### src/rtl/vnlp_list_writer.sv
// Streams vector elements into VNLP memory as a linked list: elements, then length, then next-pointer.
// Optional bounds/overflow checking with sticky err is enabled by defining VNLP_WRITER_BOUNDS_EN.
module vnlp_list_writer #(
   parameter int unsigned word_size = 24,
   parameter int unsigned len_size  = 8,
   parameter int unsigned addr_bits = 9
) (
   input  logic                 clk,
   input  logic                 rst,
   input  logic                 start,
   input  logic [addr_bits-1:0] base_addr,
   input  logic [len_size-1:0]  num_vecs,
   input  logic                 in_valid,
   input  logic [word_size-1:0] in_data,
   input  logic                 in_last,
   output logic                 in_ready,
   output logic                 wr_en,
   output logic [addr_bits-1:0] wr_addr,
   output logic [word_size-1:0] wr_data,
   output logic                 busy,
   output logic                 done,
   output logic                 err
);

   typedef enum logic [2:0] {
      S_IDLE,
      S_DATA,
      S_LEN,
      S_NEXT,
      S_DONE
   } state_t;

   state_t               state;
   logic [addr_bits-1:0] node;
   logic [len_size-1:0]  cnt;
   logic [len_size-1:0]  vec;
   logic [len_size-1:0]  nvecs;
   logic [addr_bits-1:0] elem_addr;
   logic [len_size-1:0]  vec_nx;

   // node+2+cnt is both the next element slot in DATA and the next node address in NEXT
   assign elem_addr = node + addr_bits'(cnt) + addr_bits'(2);
   assign vec_nx    = vec + 1'b1;

   assign in_ready = (state == S_DATA);
   assign busy     = (state != S_IDLE);

`ifdef VNLP_WRITER_BOUNDS_EN
   localparam int unsigned xw = ((addr_bits > len_size) ? addr_bits : len_size) + 2;
   localparam logic [xw-1:0] addr_max = xw'((64'd1 << addr_bits) - 64'd1);

   logic [xw-1:0] elem_addr_x;
   logic          elem_ovf;
   logic          cnt_full;
   logic          hdr_ovf;
   logic          err_q;

   assign elem_addr_x = xw'(node) + xw'(cnt) + xw'(2);
   assign elem_ovf    = (elem_addr_x > addr_max);
   assign cnt_full    = (cnt == '1);
   assign hdr_ovf     = (node == '1);
   assign err         = err_q;
`else
   assign err = 1'b0;
`endif

   always_ff @(posedge clk) begin
      if (rst) begin
         state   <= S_IDLE;
         node    <= '0;
         cnt     <= '0;
         vec     <= '0;
         nvecs   <= '0;
         wr_en   <= 1'b0;
         wr_addr <= '0;
         wr_data <= '0;
         done    <= 1'b0;
`ifdef VNLP_WRITER_BOUNDS_EN
         err_q   <= 1'b0;
`endif
      end else begin
         wr_en <= 1'b0;
         done  <= 1'b0;
         case (state)
            S_IDLE: begin
               if (start) begin
`ifdef VNLP_WRITER_BOUNDS_EN
                  err_q <= 1'b0;
`endif
                  node  <= base_addr;
                  cnt   <= '0;
                  vec   <= '0;
                  nvecs <= num_vecs;
                  if (num_vecs == '0) begin
                     done  <= 1'b1;
                     state <= S_DONE;
                  end else begin
                     state <= S_DATA;
                  end
               end
            end

            S_DATA: begin
               if (in_valid) begin
`ifdef VNLP_WRITER_BOUNDS_EN
                  if (elem_ovf || (cnt_full && !in_last)) begin
                     err_q <= 1'b1;
                     state <= S_IDLE;
                  end else
`endif
                  begin
                     wr_en   <= 1'b1;
                     wr_addr <= elem_addr;
                     wr_data <= in_data;
                     cnt     <= cnt + 1'b1;
                     if (in_last) begin
                        state <= S_LEN;
                     end
                  end
               end
            end

            S_LEN: begin
`ifdef VNLP_WRITER_BOUNDS_EN
               if (hdr_ovf) begin
                  err_q <= 1'b1;
                  state <= S_IDLE;
               end else
`endif
               begin
                  wr_en   <= 1'b1;
                  wr_addr <= node + addr_bits'(1);
                  wr_data <= word_size'(cnt);
                  state   <= S_NEXT;
               end
            end

            S_NEXT: begin
               vec <= vec_nx;
               if (vec_nx == nvecs) begin
                  wr_en   <= 1'b1;
                  wr_addr <= node;
                  wr_data <= '0;
                  done    <= 1'b1;
                  state   <= S_DONE;
               end else begin
`ifdef VNLP_WRITER_BOUNDS_EN
                  if (elem_ovf) begin
                     err_q <= 1'b1;
                     state <= S_IDLE;
                  end else
`endif
                  begin
                     wr_en   <= 1'b1;
                     wr_addr <= node;
                     wr_data <= word_size'(elem_addr);
                     node    <= elem_addr;
                     cnt     <= '0;
                     state   <= S_DATA;
                  end
               end
            end

            S_DONE: begin
               state <= S_IDLE;
            end

            default: begin
               state <= S_IDLE;
            end
         endcase
      end
   end

endmodule
### config.mk
export PLATFORM = sky130hd
export DESIGN_NAME = vnlp_list_writer
export DESIGN_NICKNAME = d
export VERILOG_FILES = /design/src/rtl/vnlp_list_writer.sv
export SDC_FILE = /design/constraint.sdc
export NUM_CORES = 1
export LEC_CHECK = 0
export BUFFER_PORTS_ARGS = -buffer_cell sky130_fd_sc_hd__buf_2
export CAP_MARGIN = 20
export CORE_ASPECT_RATIO = 0.6
export CORE_UTILIZATION = 40
export CTS_BUF_LIST = sky130_fd_sc_hd__clkbuf_8
export DETAILED_ROUTE_END_ITERATION = 12
export SETUP_SLACK_MARGIN = 0.3
export SLEW_MARGIN = 25
export SYNTH_ARGS = -nofsm -noshare
export SYNTH_HDL_FRONTEND = slang
export SYNTH_SLANG_ARGS = --single-unit
### constraint.sdc
create_clock -name clk -period 2.2 [get_ports clk]
set_input_delay 0 -clock clk [delete_from_list [all_inputs] [get_ports clk]]
set_output_delay 0 -clock clk [all_outputs]
set_load 0.05 [all_outputs]
Word level (Yosys, flattened, before mapping). Index checks and enable logic that the tools add are counted.

Bits in registers: 71. Input port bits: 46.

$add $sub $neg: 5. Equal/unequal tests: 8. Reductions and logical operators: 13. Multiplexer cells: 25.

Operator list (number): $pmux W24 S3 (1); $mux W9 (4); $pmux W9 S3 (1); $mux W24 (1); $mux W8 (3); $pmux W8 S3 (1); $pmux W9 S2 (1); $add A8 B1 Y8 const B (2); $pmux W8 S2 (1); $mux W3 (5); $pmux W3 S4 (1); $add A9 B1 Y9 const B (1); $add A9 B2 Y9 const B (1); $add A9 B8 Y9 (1); $reduce_bool A3 Y1 (3); $eq A8 B8 Y1 (1); $logic_not A8 Y1 (1); $ne A2 B2 Y1 const B (4); $eq A3 B2 Y1 const B (2); $reduce_and A2 Y1 (3); $reduce_and A3 Y1 (2); $mux W1 (4); $pmux W1 S2 (2); $reduce_and A4 Y1 (1); other kinds (4) (4).

Longest topological paths before layout.
Depth in word-level cells: 4. Mapped depth: 11.

Least setup slack after synthesis. No wires, ideal clock.

Kind: reg-to-reg. Start point: register cnt[1]. End point: register wr_addr[7]. Arrival: 2.312 ns. Path buffers: 0. Cell stages (with the launch flop): 12. Slack: -0.207 ns. Period minus slack after synthesis: 2.407 ns. Required time: 2.105 ns. Cells stage by stage: dfxtp_1 > inv_1 > ha_1 > inv_1 > ha_1 > fa_1 > a21oi_1 > o211ai_1 > a21oi_1 > xnor2_1 > nand2_1 > a221oi_1.

Cells in the longest elaborated chain, start to end: 4.

RTL lines: start: declaration (RTL line 35) `logic [len_size-1:0] cnt;`; start signal: assignment (RTL line 115) `cnt <= cnt + 1'b1;`; $add A9 B8 Y9 (RTL line 42) `assign elem_addr = node + addr_bits'(cnt) + addr_bits'(2);`; $add A9 B2 Y9 (RTL line 42); $mux W9 (RTL line 104) `if (in_valid) begin`; $pmux W9 S3 (RTL line 84) `case (state)`; end signal: assignment (RTL line 113) `wr_addr <= elem_addr;`; end signal: assignment (RTL line 132) `wr_addr <= node + addr_bits'(1);`; end signal: assignment (RTL line 142) `wr_addr <= node;`; end: declaration (RTL line 18) `output logic [addr_bits-1:0] wr_addr,`.

Every way passes these cells. The select of a mux whose other input is x is not followed. A chain may end at the register's enable or synchronous reset.

Worst setup path after layout. Same ends and word-level chain as after synthesis.

==> flow_summary_export.csv <==
group,metric,value,unit
run_status,status,"complete, but fails checks",
run_status,violations,"negative setup slack",
drt,post-route-drc-count,0,
synthesis,synthTopCellsByArea,"dfxtp_1, nand2_1, a21oi_1",
worst_hold_path,min_path_type,"input port to flop",
drt,drt_iter0_drc,411,
synthesis,yosys_most_used_dff,"dfxtp_1",
power,p_sw,1.15,mW
global_route,antenna_found_initial,0,
synthesis,ys_ff_latch,71,
sta,finalHoldViolCount,0,
synthesis,postSynthCellCount,492,
sta,rsz0062_at_grt,"true",
placed_design,place_area,4740,um^2
cells_and_area,diodes,0,
sta,hold_ws,0.0211,ns
cells_and_area,area_growth,47.8,%
floorplan,die-area,10200,um^2
floorplan,rows,27,
global_route,grt.overflow.total,0,
cells_and_area,n_fill_cell,819,
cells_and_area,fin_nets,702,
sta,finalSetupTns,-0.240,ns
sta,maxSlewHeadroom,0.541,
synthesis,yosysMostFrequentCell,"nand2_1",
sta,fin_crit_sh,1.03,
floorplan,io_pins,84,
synthesis,ys_async_sr_fraction,0,
clock_tree,clk_pin_slew_worst_paths,0.08,ns
global_route,grt_max_degree,39,
drt,num_vias,4302,
power,comb_power_share,0.260,
synthesis,syn_area_per_cell,7.96,um^2
cells_and_area,drive_gt1_frac,0.375,
drt,wl,13.6,mm
synthesis,synth_edf_count,0,
synthesis,syn_nets,557,
global_route,first_global_vias,4038,
sta,maxSlewViolCount,0,
sta,max_freq,0.441,GHz
synthesis,synth_top_area_frac,0.363,
critical_path,crit_type,"flop to flop",
drt,detail-route-antenna-nets,0,
floorplan,die_w,130,um
power,cellPowerDensity,632,nW/um^2
drt,firstDrtPassIters,5,
floorplan,core,9320,um^2
critical_path,worstPathRequired,2.47,ns
clock_tree,cts_tree,"yes",
job,cap_viol_max_count,0,
power,ir_drop,0.316,mV
synthesis,synth.largest_area_cell,"dfxtp_1",
power,p_sw_frac,0.315,
drt,viasPerCell,5.57,
drt,routedWlPerCell,17.7,um
cells_and_area,finalInstanceArea,5790,um^2
floorplan,die_h,78.7,um
sta,setup_viol,8,
global_route,grt_usage,0.272,
clock_tree,cts_buffers,9,
critical_path,cp_max_fo,3,
critical_path,crit_arrival,2.54,ns
synthesis,yosysWarningCount,0,
placed_design,gp_congestion,0.889,
global_route,grt_first_pass_wirelength,21.0,mm
power,p_leak,2.37,nW
floorplan,start_util,0.420,
clock_tree,clock_latency,0.36,ns
placed_design,place_hpwl,9.06,mm
clock_tree,cts_sinks,71,
clock_tree,clock_path_buffers,2,
power,pwr-share-clk,0.356,
power,intPower,2.51,mW
sta,setup_slack,-0.0686,ns
placed_design,numPortBuffers,82,
critical_path,cp-start-kind,"flop",
power,share_seq_of_total_power,0.384,
critical_path,cp-end-kind,"flop",
sta,period_needed,2.27,ns
sta,worst_slew_pin_slew,0.689,ns
synthesis,syn_area,3920,um^2
sta,finClkSkew,0.00873,ns
synthesis,synthDistinctLibCells,51,
synthesis,yosys-top-cells-count,"nand2_1, dfxtp_1, a21oi_1",
synthesis,yosysSeqAreaShare,0.363,
clock_tree,root_buffer,"clkbuf_8",
placed_design,pre_cts_slack,-0.103,ns
clock_tree,h-tree-depth,3,
## final cells by class
| class | instances | area, um^2 | share of cell area |
|---|---|---|---|
| timing repair buffer | 167 | 1150 | 0.198 |
| multi-input combinational | 378 | 2770 | 0.478 |
| tap | 130 | 163 | 0.0281 |
| clock inverter | 6 | 108 | 0.0186 |
| sequential | 71 | 1430 | 0.247 |
| inverter | 10 | 37.5 | 0.00648 |
| clock buffer | 10 | 138 | 0.0238 |
## stage by stage
stage               cells  utilization  power [mW]
finish                772        0.621        3.66
global route          772        0.621        3.81
CTS                   766        0.603        3.62
detailed placement    714        0.508        2.20
global placement      714        0.508        2.19
floorplan             492            -        1.94
## layout by cell type (no fill, tap or decap), drive strengths merged, types with 2 or more instances in the layout
cell and n:
a2111oi 4, a211oi 9, a21oi 55, a221oi 9
a311oi 10, a31oi 6, and2 4, buf 142
bufinv 3, clkbuf 10, clkinv 2, dfxtp 71
dlygate4sd3 25, ha 18, inv 10, mux2i 12
nand2 77, nand2b 5, nand3 27, nand4 6
nor2 50, nor2b 5, nor3 11, nor3b 2
o211ai 4, o21ai 13, o221a 4, or3 4
or4 3, xnor2 15, xor2 9
## timing repair
action                                  CTS  global route
hold buffers                             25             0
cloned                                    1             0
gates resized for setup                  59            27
endpoints found under the hold margin    25             0
endpoints found under the setup margin   33            40
pin swaps                                32            21
setup buffers                            10             6
## per-layer routing
metal | part of all wire | wire (um) | GRT usage | vias up
met1 | 0.48 | 6550 | 0.401 | 2081
met4 | 0.0095 | 129 | 0.0814 | 0
li1 | - | - | - | 2044
met5 | 0 | 0 | 0 | -
met2 | 0.44 | 6000 | 0.391 | 162
met3 | 0.071 | 968 | 0.0600 | 15
## cell families after synthesis
logic type / synth area share
AO/OA/AOI/OAI: 0.210
XOR/XNOR: 0.0537
adder cells (fa/ha/maj): 0.0626
buffers and inverters: 0.0482
flip-flops: 0.363
multiplexers: 0.0307
other: 0.000957
AND/OR/NAND/NOR: 0.232
## power by group through the flow
stage	registers (mW)	logic, mW	clock network [mW]
2_1_floorplan	1.57	0.370	0
3_3_place_gp	1.43	0.754	0
3_5_place_dp	1.43	0.764	0
4_1_cts	1.40	0.894	1.32
5_1_grt	1.41	1.02	1.38
6_report	1.41	0.953	1.30
## flip-flops by register name (all words and copies together), names as in the netlist
register and count:
node 9, nvecs 8, cnt 8, wr_addr 9
state 3, vec 8, wr_en 1, wr_data 24
done 1
## critical path, stage by stage (launching register included)
cell and delay [ns]:
dfxtp_2 0.34, inv_2 0.05, ha_4 0.25, inv_2 0.03, ha_4 0.16, fa_2 0.37
a21oi_2 0.18, o211ai_1 0.12, a21oi_2 0.20, xnor2_2 0.15, nand2_1 0.09, a221oi_2 0.23
## final timing paths
path              depth (start not counted)                      from                       end  slack [ns]
setup / recovery                         11       cnt[1]$_SDFFE_PP0P_   wr_addr[7]$_SDFFE_PP0P_       -0.07
hold / removal                            4                   in_last     state[1]$_SDFFE_PP0P_        0.02
setup reg to reg                         11       cnt[1]$_SDFFE_PP0P_   wr_addr[7]$_SDFFE_PP0P_       -0.07
hold reg to reg                           2  wr_data[16]$_SDFFE_PP0P_  wr_data[16]$_SDFFE_PP0P_        0.46
No activity file was read; power rests on OpenSTA's default activity.
